<file path="src/rtl/vxe_pkg.sv">
// Shared VxEngine constants used as parameter defaults across datapath units.
package vxe_pkg;

  localparam int VXE_DATA_WIDTH = 32;

endpackage

</file>
<file path="src/rtl/vxe_data_pipe_stage.sv">
// Single delay-line register: synchronous active-high clear to 0, holds when en=0.
module vxe_data_pipe_stage
  import vxe_pkg::*;
#(
  parameter int DATA_WIDTH = VXE_DATA_WIDTH
) (
  input  logic                  clk,
  input  logic                  nrst,
  input  logic                  en,
  input  logic [DATA_WIDTH-1:0] d,
  output logic [DATA_WIDTH-1:0] q
);

  // Reset dominates the enable so a stalled line still clears.
  always_ff @(posedge clk) begin
    if (nrst) begin
      q <= '0;
    end else if (en) begin
      q <= d;
    end
  end

endmodule

</file>
<file path="src/rtl/vxe_data_pipe.sv">
// Register delay line of NSTAGES stages with a global stall enable; NSTAGES=0 is a wire.
module vxe_data_pipe
  import vxe_pkg::*;
#(
  parameter int DATA_WIDTH = VXE_DATA_WIDTH,
  parameter int NSTAGES    = 5
) (
  input  logic                  clk,
  input  logic                  nrst,
  input  logic [DATA_WIDTH-1:0] in,
  output logic [DATA_WIDTH-1:0] out,
  input  logic                  en
);

  generate
    if (NSTAGES == 0) begin : g_pass
      // No registers exist here, so the control inputs are deliberately unused.
      logic unused_ctrl;
      assign unused_ctrl = &{1'b0, clk, nrst, en};
      assign out = in;
    end else begin : g_line
      logic [DATA_WIDTH-1:0] chain [0:NSTAGES];

      assign chain[0] = in;

      for (genvar g = 0; g < NSTAGES; g++) begin : g_stage
        vxe_data_pipe_stage #(
          .DATA_WIDTH(DATA_WIDTH)
        ) u_stage (
          .clk (clk),
          .nrst(nrst),
          .en  (en),
          .d   (chain[g]),
          .q   (chain[g+1])
        );
      end

      assign out = chain[NSTAGES];
    end
  endgenerate

endmodule

</file>
<file path="config.mk">
export PLATFORM = sky130hd
export DESIGN_NAME = vxe_data_pipe
export DESIGN_NICKNAME = d
export VERILOG_FILES = /design/src/rtl/vxe_pkg.sv /design/src/rtl/vxe_data_pipe_stage.sv /design/src/rtl/vxe_data_pipe.sv
export SDC_FILE = /design/constraint.sdc
export NUM_CORES = 1
export LEC_CHECK = 0
export ABC_AREA = 1
export CORE_ASPECT_RATIO = 1.25
export CORE_MARGIN = 5
export CORE_UTILIZATION = 50
export CTS_BUF_LIST = sky130_fd_sc_hd__clkbuf_8
export DETAILED_ROUTE_END_ITERATION = 10
export PLACE_DENSITY = 0.71
export SLEW_MARGIN = 20
export SYNTH_ARGS = -nofsm -noshare
export SYNTH_HDL_FRONTEND = slang
export SYNTH_SLANG_ARGS = --single-unit
</file>
<file path="constraint.sdc">
create_clock -name clk -period 1.05 [get_ports clk]
set_input_delay 0.1575 -clock clk [delete_from_list [all_inputs] [get_ports clk]]
set_output_delay 0.1575 -clock clk [all_outputs]
set_load 0.02 [all_outputs]
</file>
**After elaboration in Yosys (flattened, before gate mapping)**

Index checks and enable logic that the tools add are counted.
W data, S select, Z words.

- Multiplexer cells: 0
- $mul: 0
- Reductions and logical operators: 0
- Shifts and indexed selects: 0
- Divide/modulo/power cells: 0
- Bitwise logic cells: 0
- Equality and inequality tests: 0
- $lt $le $gt $ge: 0
- Add/subtract/negate cells: 0

- Output and inout port bits: 32
- Bits in writable memories: 0
- Bits in registers: 160
- Memories kept: 0
- ROM bits: 0
- Input bits: 35
- Bits in latches: 0

**Depth between registers and ports, before layout**

- Word-level depth: 0
- Gate-level depth with buffers: 6

**Modules after synthesis**

A second synthesis with hierarchy kept.

- Cells, all modules: 1015
- Area total of the unflattened synthesis: 6693.9 µm²

By module, submodules not included:

| module | seq. area each (µm²) | times used | cells each | area each (µm²) |
|---|---|---|---|---|
| vxe_data_pipe_stage | 640.6 | 5 | 203 | 1338.8 |

**Worst setup path after synthesis**

Ideal clock, no wire load.

- Kind: input -> register
- From: input en
- To: register g_line.g_stage[3].u_stage.q[0]
- Path buffers: 3
- Data arrival time: 0.720 ns
- Setup slack: 0.216 ns
- Cell stages on the path: 5
- Required time: 0.936 ns
- Setup time: 0.114 ns
- Cells stage by stage: buf_6 > buf_6 > buf_4 > nor2_1 > nor2_2

RTL lines:

| item | RTL line | RTL |
|---|---|---|
| start: declaration | vxe_data_pipe.sv:12 | `input logic en` |
| end signal: assignment | vxe_data_pipe_stage.sv:17 | `q <= '0;` |
| end signal: assignment | vxe_data_pipe_stage.sv:19 | `q <= d;` |
| end: declaration | vxe_data_pipe_stage.sv:11 | `output logic [DATA_WIDTH-1:0] q` |

**Final worst setup path**

- From: register g_line.g_stage[4].u_stage.q[21]
- To: output out[21]

RTL lines:

| item | RTL line | RTL |
|---|---|---|
| start: declaration | vxe_data_pipe_stage.sv:11 |  |
| start signal: assignment | vxe_data_pipe_stage.sv:17 |  |
| start signal: assignment | vxe_data_pipe_stage.sv:19 |  |
| end: declaration | vxe_data_pipe.sv:11 | `output logic [DATA_WIDTH-1:0] out,` |

No word-level cell between the ends.

==> impl_metrics.py <==
metrics = {
    "detailed_routing": {
        "postRouteWirelength_mm": 10.7,
        "vias": 5082,
        "wire_per_inst_um": 8.49,
        "drcViolationCount": 0,
        "drt_iter0_drc": 270,
        "ant_nets": 0,
        "avgViaCountPerCell": 4.03,
        "drtPass1Iterations": 4,
    },
    "logic_synthesis": {
        "syn-instance-count": 1046,
        "yosys.area.top_type": "dfxtp_1",
        "yosysWarnings": 0,
        "synth_common_cells": "320 x nand2_1, 220 x nor2_1, 160 x dfxtp_1, 160 x inv_1, 100 x nor2_2",
        "synth_area_mm2": 0.00713,
        "syn_area_per_cell_um2": 6.82,
        "synth.area.top_cells": "dfxtp_1 45%, nand2_1 17%, nor2_1 12%",
        "synth_fp_nets": 1081,
        "synth_seq_cells": 160,
        "synth_edf_count": 0,
        "ys_seq_area_frac": 0.449,
        "synth_ff_type": "dfxtp_1",
        "synth_top_area_frac": 0.449,
        "synthMostInstantiatedCell": "nand2_1",
        "synthArstFlopShare": 0,
        "synth.distinct_cells": 11,
    },
    "setup_path": {
        "slowest_stage": "dfxtp_2",
        "crit_type": "flop to output port",
        "r2r.worst_path.cells": 3,
        "end_kind": "output port",
        "path_cells": "buf_6",
        "critPathMaxStageDelay_ns": 0.35,
        "critPathBufInv": 1,
        "startpoint_type": "flop",
        "timing.rr.start": "g_line.g_stage[4].u_stage.q[26]$_SDFFE_PP0P_",
        "required_ns": 0.89,
        "r2r_end": "g_line.g_stage[4].u_stage.q[26]$_SDFFE_PP0P_",
        "critPathTopFamily": "flip-flops",
        "arrival_ns": 0.91,
        "cp-endpoint": "out[21]",
        "cp.depth": 1,
        "crit_start": "g_line.g_stage[4].u_stage.q[21]$_SDFFE_PP0P_",
        "cp_max_fo": 2,
        "r2r_setup_slack_ns": 0.34,
    },
    "clock_tree": {
        "cts_tree": "done",
        "root_buffer": "clkbuf_8",
        "clk_transition_reported_paths_ns": 0.08,
        "ctsHoldBuffers": 0,
        "cts_max_level": 4,
        "cts.sinks": 160,
        "cts-buffers-inserted": 17,
        "insertion_delay_ns": 0.44,
        "clk_path_buf_depth": 2,
    },
    "place": {
        "dp_hpwl_mm": 6.67,
        "gp_congestion": 0.721,
        "port_buffers": 66,
        "dpl.cell_count": 1223,
    },
    "timing": {
        "slew_headroom": 0.842,
        "hold_violations": 0,
        "layout_min_cycle_time_ns": 1.07,
        "rsz0062_at_grt": "yes",
        "slew_violations": 0,
        "setup_slack_ns": -0.0151,
        "max_freq_mhz": 939,
        "setup_viol": 13,
        "worst_slew_pin_slew_ns": 0.237,
        "clock_skew_ns": 0.00911,
        "post-route-period-util": 1.01,
    },
    "cells_and_area": {
        "top_register": "g_line.g_stage.u_stage.q",
        "top_regs": "g_line.g_stage.u_stage.q (160)",
        "largest_register_ff_count": 160,
        "fill_cells": 1354,
        "final_layout_size_suffix_gt1_frac": 0.206,
        "area_delta_synth_final_pct": 14.3,
        "num_antenna_cells": 0,
        "finish.net_count": 1107,
        "instances_no_fill": 1260,
        "final_util": 0.585,
    },
    "power_and_ir_drop": {
        "power.clock.fraction": 0.361,
        "p_per_area_mw_per_mm2": 1620,
        "power.switching_mw": 3.39,
        "power_frac_comb": 0.134,
        "swShare": 0.256,
        "internal_power_mw": 9.82,
        "ir_drop_v": 0.000726,
        "p_leak_nw": 4.05,
        "total_power_mw": 13.2,
        "seqPwrFrac": 0.506,
    },
    "die": {
        "die_area_mm2": 0.0168,
        "core.rowCount": 48,
        "fp.dieW_um": 117,
        "initial_core_util": 0.512,
        "io_pins": 67,
        "core_area_mm2": 0.0139,
        "die_height_um": 144,
    },
    "global_routing": {
        "grt-ovfl-total": 0,
        "track_usage": 0.137,
        "grt_pass1_wl_mm": 19.2,
        "grt_pass1_vias": 4465,
        "grt_max_degree": 54,
        "antenna_found_initial": 0,
    },
    "status": {
        "violations": "setup timing",
        "status": "finished with violations",
    },
    "run": {
        "cap_violations": 0,
    },
    "worst_hold_path": {
        "hold_class": "input port to flop",
    },
}
==> worst min-delay path by stage <==
stage	start	to	slack (ns)	depth (start not counted)
6_report	en	g_line.g_stage[2].u_stage.q[31]$_SDFFE_PP0P_	0.11	3
5_1_grt	en	g_line.g_stage[2].u_stage.q[10]$_SDFFE_PP0P_	0.12	3
4_1_cts	en	g_line.g_stage[2].u_stage.q[31]$_SDFFE_PP0P_	0.09	3
3_5_place_dp	g_line.g_stage[0].u_stage.q[20]$_SDFFE_PP0P_	g_line.g_stage[0].u_stage.q[20]$_SDFFE_PP0P_	0.46	2
3_3_place_gp	g_line.g_stage[0].u_stage.q[16]$_SDFFE_PP0P_	g_line.g_stage[0].u_stage.q[16]$_SDFFE_PP0P_	0.46	2
2_1_floorplan	in[0]	g_line.g_stage[0].u_stage.q[0]$_SDFFE_PP0P_	0.35	4
==> cell families after synthesis <==
kind of cell	share of synthesized area
DFF	0.449
and+or+nand+nor	0.372
buffers and inverters	0.179
==> metal layers <==
| metal | wire, µm | track usage |
|---|---|---|
| met5 | 0 | 0 |
| met4 | 195 | 0.0580 |
| met1 | 5850 | 0.192 |
| met3 | 418 | 0.0320 |
| met2 | 4230 | 0.201 |
==> cells in the final DEF, fill, tap and decap left out <==
cell             instances
nand2_1                320
buf_6                   32
clkbuf_8                20
buf_8                    1
dfxtp_2                 32
clkinvlp_4               1
clkinv_2                 2
bufinv_16                3
dfxtp_1                128
buf_4                   18
clkinv_4                 2
inv_4                    1
nor2_2                 100
inv_1                  161
nor2_1                 220
buf_12                   8
clkdlybuf4s50_1         33
inv_6                    3
==> metrics by stage <==
step                      setup WS [ns]  hold slack [ns]  area, µm²  TNS [ns]
after floorplan                   0.216            0.346       7130         0
after global placement           -0.176            0.457       7600    -22.94
after detailed placement         -0.184            0.464       7600    -23.99
after CTS                       -0.0518           0.0915       8150     -1.13
after global routing            -0.0626            0.115       8150     -1.38
final                           -0.0151            0.113       8150   -0.0406
==> power by group through the flow <==
stage | Sequential (mW) | Clock (mW) | Combinational [mW]
after floorplan | 6.75 | 0 | 1.44
after global placement | 6.79 | 0 | 1.73
after detailed placement | 6.79 | 0 | 1.74
after CTS | 6.68 | 4.92 | 1.79
after global routing | 6.74 | 5.13 | 2.03
final | 6.68 | 4.76 | 1.77
==> layout make-up <==
cell class,instances,area (µm²),share of cell area
timing repair buffer,92,1000,0.123
inverter,161,607,0.0744
clock inverter,12,155,0.0190
multi-input combinational,640,2650,0.325
tap,175,219,0.0269
sequential,160,3240,0.398
clock buffer,20,275,0.0338
==> timing repair <==
item	CTS	global route
endpoints found under the setup margin	32	32
pin swaps	0	0
setup buffers	4	1
gates resized for setup	224	0
(Power assumes the default switching activity.)
==> edit, RTL diff (same flow settings) <==
Add an input register stage for `in` and `en`, without a reset; this delays them by one clock.
--- a/src/rtl/vxe_data_pipe.sv
+++ b/src/rtl/vxe_data_pipe.sv
@@ -13,14 +13,22 @@
 );
 
+  logic [DATA_WIDTH-1:0] in_q;
+  logic en_q;
+
+  always_ff @(posedge clk) begin
+      in_q <= in;
+      en_q <= en;
+  end
+
   generate
     if (NSTAGES == 0) begin : g_pass
       // No registers exist here, so the control inputs are deliberately unused.
       logic unused_ctrl;
-      assign unused_ctrl = &{1'b0, clk, nrst, en};
-      assign out = in;
+      assign unused_ctrl = &{1'b0, clk, nrst, en_q};
+      assign out = in_q;
     end else begin : g_line
       logic [DATA_WIDTH-1:0] chain [0:NSTAGES];
 
-      assign chain[0] = in;
+      assign chain[0] = in_q;
 
       for (genvar g = 0; g < NSTAGES; g++) begin : g_stage
@@ -30,5 +38,5 @@
           .clk (clk),
           .nrst(nrst),
-          .en  (en),
+          .en  (en_q),
           .d   (chain[g]),
           .q   (chain[g+1])
Check against the original RTL: not equivalent (Yosys sat finds a counterexample within 10 cycles, from zero or initial values and one cycle with nrst high).
==> edit against the unedited design <==
- the flow still finishes with violations (negative setup slack)
- total power grew 13%
- worst hold slack improved by 0.029 ns
- first-iteration DRC count increased by 27%
- highest routed layer unchanged
- critical path type is now reg2reg
- synthesized area increased by 5.8%
- setup slack lost 0.059 ns
- wire length increased by 17%
- cell area rose by 12%
- largest power group unchanged
- sequential cell count grew 33
==> edit: results (changes against the unedited design) <==
stage	metric	value	unit	change
outcome	failing checks	negative setup slack		
cells_and_area	Signal buf overhead	0.157		+0.0344
drt	initial drt markers	342		+27%
cells_and_area	FFs & Latches	193		+21%
worst_setup_path	cell family with most CP delay	buffers and inverters		
cells_and_area	Layout clock buffers	19		-5.0%
drt	met2 WL	5.47	mm	+30%
drt	First-pass DRT Iterations	5		+1
timing	setup ws final	-0.0744	ns	-0.0594 ns
synth	library cells used by synthesis	10		-1
cells_and_area	# fillers	1350		-0.30%
cells_and_area	area of the multi-input gates	2520	sq um	-4.9%
worst_setup_path	Critical Path Max Stage Delay	0.40	ns	+0.05 ns
cells_and_area	layout cells sized above 1	0.156		-0.0490
timing	skew final	0.0124	ns	+0.00328 ns
global_routing	gr usage total	0.126		-0.0106
placed_design	area post-placement	7990	sq um	+5.1%
cells_and_area	Regs by FF count	g_line.g_stage.u_stage.q: 160 flops, in_q: 32 flops, en_q: 1 flops		
timing	setup TNS	-0.953	ns	-0.912 ns
global_routing	M2 GR Usage	0.192		-0.00907
drt	DR WL met3	426	um	+1.9%
drt	met1 WL	6.51	mm	+11%
cells_and_area	final cell count without fillers	1313		+4.2%
power	P_seq	8.02	mW	+20%
timing	Final Setup Violations	55		+42
cells_and_area	Non-clk bufs	107		+16%
power	Max VDD drop	0.000775	V	+6.7%
power	leak pwr	4.54	nW	+12%
power	clock network power	4.97	mW	+4.4%
global_routing	largest net degree at the start of global routing	52		-3.7%
synth	synth top area cells	dfxtp_1 (51%), nand2_1 (16%), nor2_1 (16%)		
worst_setup_path	WP data arrival	1.50	ns	+0.59 ns
synth	Cell Area, Synth	7540	sq um	+5.8%
synth	Mapped Nets	1114		+3.1%
synth	Post-synth top cells	nand2_1 (320), nor2_1 (320), dfxtp_1 (193), inv_1 (160), buf_4 (51)		
placed_design	GPL Wtd Cong	0.702		-2.7%
power	Pwr Density	1630	nW/um^2	+0.83%
outcome	outcome	complete, but fails checks		
drt	vias	5363		+5.5%
placed_design	Place WS	-0.204	ns	-0.0202 ns
synth	sequential fraction of the synthesis area	0.512		+0.0629
edit: changes by cell type after synthesis:
cell      unedited run  this run
clkbuf_1             3         6
nor2_1             220       320
dfxtp_1            160       193
buf_4               46        51
buf_12               1         0
buf_2               16         8
buf_8                0         1
nor2_2             100         0
edit: final timing paths:
check                                        from                               to  slack (ns)  cells past startpoint
hold / removal                              in[9]                          in_q[9]        0.14                      1
setup / recovery                             en_q  g_line.g_stage[4].u_stage.q[13]       -0.07                      6
hold reg to reg   g_line.g_stage[4].u_stage.q[25]  g_line.g_stage[4].u_stage.q[25]        0.47                      2
setup reg to reg                             en_q  g_line.g_stage[4].u_stage.q[13]       -0.07                      6
edit: timing repair:
action                     CTS  global route
setup buffers                8             3
hold buffers                 0             0
cloned                       2            11
setup endpoints to repair  116           161
pin swaps                    0            14
gates resized for setup    231            63
edit: cell families (layout without fill, tap and decap cells):
group,count (synthesis),in the layout,synth area share
and+or+nand+nor,640,640,0.318
DFF,193,193,0.512
buffers and inverters,246,298,0.169
